### config.mk
export PLATFORM = sky130hd
export DESIGN_NAME = mux4_rr_arbiter
export DESIGN_NICKNAME = d
export VERILOG_FILES = /design/src/rtl/mux4_rr_arbiter.sv
export SDC_FILE = /design/constraint.sdc
export NUM_CORES = 1
export LEC_CHECK = 0
export ABC_CLOCK_PERIOD_IN_PS = 1400
export BUFFER_PORTS_ARGS = -buffer_cell sky130_fd_sc_hd__clkbuf_2
export CAP_MARGIN = 15
export CORE_ASPECT_RATIO = 1.1
export CORE_MARGIN = 2
export CORE_UTILIZATION = 37
export CTS_BUF_LIST = sky130_fd_sc_hd__clkbuf_8
export DETAILED_ROUTE_END_ITERATION = 12
export GPL_ROUTABILITY_DRIVEN = 0
export GPL_TIMING_DRIVEN = 1
export PLACE_DENSITY = 0.77
export SETUP_SLACK_MARGIN = 0.5
export SYNTH_ARGS = -nofsm -noshare
export SYNTH_HDL_FRONTEND = slang
export SYNTH_SLANG_ARGS = --single-unit
### constraint.sdc
create_clock -name clock -period 1.4 [get_ports clock]
set_input_delay 0.07 -clock clock [delete_from_list [all_inputs] [get_ports clock]]
set_output_delay 0.07 -clock clock [all_outputs]
set_load 0.02 [all_outputs]
### src/rtl/mux4_rr_arbiter.sv
// Round-robin arbiter that shares one 4:1 data path among four valid/ready
// requesters, holding each grant for at most MAX_BURST beats.
//
// state | meaning
// IDLE  | no owner; pick the next requester starting at ptr
// GRANT | sel owns the output until MAX_BURST beats or it drops valid
module mux4_rr_arbiter #(
    parameter int DATA_WIDTH = 8,
    parameter int MAX_BURST  = 4
) (
    input  logic                  clock,
    input  logic                  reset,
    input  logic [3:0]            io_req_valid,
    input  logic [DATA_WIDTH-1:0] io_req_bits_0,
    input  logic [DATA_WIDTH-1:0] io_req_bits_1,
    input  logic [DATA_WIDTH-1:0] io_req_bits_2,
    input  logic [DATA_WIDTH-1:0] io_req_bits_3,
    output logic [3:0]            io_req_ready,
    output logic                  io_out_valid,
    output logic [DATA_WIDTH-1:0] io_out_bits,
    input  logic                  io_out_ready,
    output logic [1:0]            io_selector,
    output logic                  io_busy
);

    localparam int CNT_W = $clog2(MAX_BURST + 1);
    localparam logic [CNT_W-1:0] LAST_BEAT = CNT_W'(MAX_BURST - 1);

    typedef enum logic {
        IDLE  = 1'b0,
        GRANT = 1'b1
    } state_t;

    state_t           state;
    logic [1:0]       sel;
    logic [1:0]       ptr;
    logic [CNT_W-1:0] cnt;
    logic [1:0]       next_sel;
    logic             owner_valid;
    logic             beat;

    // Scan downward so the closest set bit after ptr is the last one written.
    always_comb begin
        next_sel = ptr;
        for (int k = 3; k >= 0; k--) begin
            if (io_req_valid[ptr + 2'(k)]) begin
                next_sel = ptr + 2'(k);
            end
        end
    end

    always_comb begin
        case (sel)
            2'd0:    io_out_bits = io_req_bits_0;
            2'd1:    io_out_bits = io_req_bits_1;
            2'd2:    io_out_bits = io_req_bits_2;
            default: io_out_bits = io_req_bits_3;
        endcase
    end

    assign owner_valid  = io_req_valid[sel];
    assign io_out_valid = (state == GRANT) && owner_valid;
    assign beat         = io_out_valid && io_out_ready;
    assign io_selector  = sel;
    assign io_busy      = (state == GRANT);

    always_comb begin
        io_req_ready = 4'b0000;
        if (state == GRANT) begin
            io_req_ready[sel] = io_out_ready;
        end
    end

    always_ff @(posedge clock or negedge reset) begin
        if (!reset) begin
            state <= IDLE;
            sel   <= 2'd0;
            ptr   <= 2'd0;
            cnt   <= '0;
        end else begin
            case (state)
                IDLE: begin
                    if (|io_req_valid) begin
                        sel   <= next_sel;
                        cnt   <= '0;
                        state <= GRANT;
                    end
                end
                GRANT: begin
                    if (!owner_valid || (beat && cnt == LAST_BEAT)) begin
                        state <= IDLE;
                        ptr   <= sel + 2'd1;
                        cnt   <= '0;
                    end else if (beat) begin
                        cnt <= cnt + 1'b1;
                    end
                end
                default: state <= IDLE;
            endcase
        end
    end

endmodule

==> parameters.txt <==
Parameter                              Value

Route
  Post-DR wirelength/cell ... 15.7 µm
  Detailed-router iteration count before antenna repair ... 5
  Average vias per placed instance ... around 5.3
  DRT antenna net count ... 0
  Overall routed net length ... 2.89 mm
  DRC violation count after routing ... 0
  Violation count after the first detailed-route iteration ... 30
  Via count of the routed design ... 983

Worst setup path
  Crit path kind ... reg -> reg
  Required time of the critical path ... about 1.5 ns
  Critical path capture point type ... flop
  Reg2reg setup slack ... -0.36 ns
  Startpoint type of the worst setup path ... flop
  Max incr delay on CP ... 0.57 ns
  Critical path fanouts, max ... 4
  Arrival time at the worst endpoint ... 1.87 ns
  Cell with the largest stage delay on the worst path ... mux4_2
  Worst-path cell chain ... mux4_2, buf_6, a21oi_4, mux2_4

Finish
  Fillcell total ... 142
  ANT cells ... 0
  Cell Count, Final, Fillers Out ... 184
  Layout-stage area growth over the synthesis result ... 99.0%
  Fraction of final layout cells sized beyond drive strength 1 ... 0.692
  Number of nets in the layout ... 203
  Final design area excluding fillers ... 0.00151 mm²

Yosys
  Area of the mapped netlist ... 761 µm²
  Number of distinct standard cells referenced by the synthesized netlist ... 28
  Net Count, Synth ... 128
  Gate Count Post-Synth ... 82
  Total of flip-flops plus latches after synthesis ... 8
  Mean post-synth cell area ... 9.28 µm²
  Syn. warnings ... 0
  Sequential-to-total area share from yosys stat ... 0.263

Timing
  Setup Total Neg Slack ... -4.18 ns
  Setup-failing EPs final ... 17
  Share of the clock period used by the worst path after layout ... 1.26
  Relative slew margins ... 0.760
  Transition at the pin with the smallest max-transition slack ... 0.360 ns
  F_max ... 568 MHz
  Number of hold violations in the final report ... 0
  PnR worst setup slack ... -0.359 ns
  Count of final max-slew check failures ... 0
  Final critical-path required period ... 1.76 ns
  Worst hold slack across all endpoints ... 0.221 ns
  Unrepaired setup endpoints after global routing ... yes
  Clk_skew ... 0.00759 ns

Run status
  Status ... finished, violations left
  Violated checks ... setup timing

Place
  Number of I/O port buffers ... 54
  Setup slack after placement ... -0.211 ns
  Placed Cells incl. Taps ... 166
  Total cell area at the placement stage ... ~0.0011 mm²
  DPL Wire Length ... between 1.5 and 2 mm

Die
  Die Span Y ... 51.6 µm
  Die area ... 0.00244 mm²
  Die Width ... 47.2 µm
  Std-Cell Core Area ... 0.00198 mm²
  # IOs ... 55
  Number of rows in the core area ... 17
  Initial core utilization ... 0.385

Hold path
  Worst min-delay path category ... in -> async

CTS
  TritonCTS clock tree ... built
  Inserted Clock Buffers ... 3
  Clock latency reported for the late side of the worst-skew pair ... 0.23 ns
  Clock root buffer master ... clkbuf_8
  Clock transition at path regs ... 0.05 ns
  Number of sinks handled by clock tree synthesis ... 8
  Level count of the clock H-tree ... 1
  Maximum number of buffers from clock root to sink ... 2

GRT
  GRT Util Overall ... 0.251
  Largest net degree at the start of global routing ... 15
  Vias in the first global route ... 959
  Global-route wire length before repair ... between 4 and 5 mm
  Number of antenna violations at the first check in global routing ... 0
  Overflow after GRT ... 0

Power and ir drop
  Proportion of power drawn by the clock network ... 0.083
  Power Dens Cells ... 2280 mW/mm²
  Internal power ... roughly 0.0020 W
  Leakage power summed over all cells ... roughly 0.75 nW
  Switching power summed over all nets ... 0.00146 W
  Peak supply drop ... 0.00139 V
  Sequential share of power ... 0.148
  Net switching fraction of the power ... 0.422
  Relative contribution of combinational cells to total power ... 0.770

Flow run
  Max capacitance violation total ... 0
sequential cells by signal, indices dropped and copies added (netlist names):
register / flops
ptr: 2
io_busy: 1
io_selector: 2
cnt: 3
cell type report:
| cell class | instances | area, µm² | area share |
|---|---|---|---|
| Tap cell | 28 | 35.0 | 0.0231 |
| Timing Repair Buffer | 75 | 536 | 0.354 |
| Clock buffer | 3 | 41.3 | 0.0273 |
| Inverter | 14 | 57.6 | 0.0380 |
| Multi-Input combinational cell | 55 | 636 | 0.420 |
| Clock inverter | 1 | 3.75 | 0.00248 |
| Sequential cell | 8 | 205 | 0.136 |
routing by layer:
layer	vias to the layer above	part of all wire	routed length (µm)	global-route usage
li1	458	-	-	-
met5	-	0	0	0
met3	10	0.061	177	0.0208
met1	466	0.34	984	0.242
met4	0	0.030	87	0.120
met2	49	0.57	1640	0.493
per-stage QoR:
stage / total power (W) / utilization
after CTS: 0.00322 / 0.733
final: 0.00346 / 0.765
after global placement: 0.00216 / 0.577
after detailed placement: 0.00222 / 0.577
after global routing: 0.00366 / 0.765
after floorplan: 0.00173 / -
placed cells by master (no fill, tap or decap), drive strengths merged, types with 2 or more instances in the layout:
master | netlist | layout
clkbuf | 5 | 44
dfrtp | 8 | 8
a222oi | 8 | 8
ha | 7 | 7
nand2 | 2 | 2
and3 | 5 | 5
buf | 0 | 33
o21ai | 2 | 2
a21oi | 2 | 2
mux2i | 9 | 9
nor2b | 2 | 2
inv | 14 | 15
mux2 | 2 | 2
nand2b | 2 | 2
o22ai | 2 | 2
power by group through the flow:
| stage | registers, W | logic (W) | clock network, W |
|---|---|---|---|
| after detailed placement | 0.000485 | 0.00174 | 0 |
| after global placement | 0.000471 | 0.00169 | 0 |
| after global routing | 0.000528 | 0.00283 | 0.000307 |
| after floorplan | 0.000487 | 0.00125 | 0 |
| after CTS | 0.000502 | 0.00243 | 0.000292 |
| final | 0.000511 | 0.00266 | 0.000286 |
critical path: cells and delay by family (launching register included):
kind / cells / cell delay [ns]
buf+inv: 1 / 0.15
mux: 2 / 0.89
compound gates: 1 / 0.15
flops: 1 / 0.44
synthesized netlist by cell type, drive strengths merged:
library cell | number | area (µm²)
mux2i | 9 | 90.1
clkbuf | 5 | 20.0
and2 | 1 | 7.51
nor3 | 1 | 5.00
a211oi | 1 | 7.51
a22oi | 1 | 7.51
nand2 | 2 | 7.51
nor4 | 1 | 6.26
ha | 7 | 87.6
inv | 14 | 52.6
nand4b | 1 | 8.76
o21ai | 2 | 10.0
a21o | 1 | 7.51
nor2b | 2 | 12.5
and3 | 5 | 31.3
mux4 | 1 | 22.5
o31ai | 1 | 7.51
o22ai | 2 | 12.5
o21a | 1 | 7.51
dfrtp | 8 | 200
nand2b | 2 | 12.5
mux2 | 2 | 22.5
a222oi | 8 | 80.1
a21oi | 2 | 13.8
o2bb2ai | 1 | 8.76
o41a | 1 | 11.3
cell families (layout without fill, tap and decap cells):
| logic type | count (synthesis) | after routing | synth area share |
|---|---|---|---|
| AO/OA/AOI/OAI | 21 | 21 | 0.229 |
| AND/OR/NAND/NOR | 15 | 15 | 0.120 |
| buffers and inverters | 19 | 93 | 0.0954 |
| multiplexers | 12 | 12 | 0.178 |
| adder cells (fa/ha/maj) | 7 | 7 | 0.115 |
| flip-flops | 8 | 8 | 0.263 |
repair_timing:
action	CTS	global route
endpoints found under the hold margin	8	0
setup endpoints to repair	24	24
hold buffers	1	0
pin swaps	8	6
gates resized for setup	43	24
setup buffers	10	3
worst paths after layout:
path                                            start                          to  cells past startpoint
max                        io_selector[1]$_DFFE_PN0P_          ptr[1]$_DFFE_PN0P_                      4
min                                             reset          cnt[1]$_DFFE_PN0P_                      2
max reg2reg                io_selector[1]$_DFFE_PN0P_          ptr[1]$_DFFE_PN0P_                      4
min reg2reg                        cnt[0]$_DFFE_PN0P_          cnt[0]$_DFFE_PN0P_                      1
max in group asynchronous                       reset          ptr[1]$_DFFE_PN0P_                      2
min in group clock                    io_req_valid[0]  io_selector[0]$_DFFE_PN0P_                      3
Power figures use the tool's default switching activity.
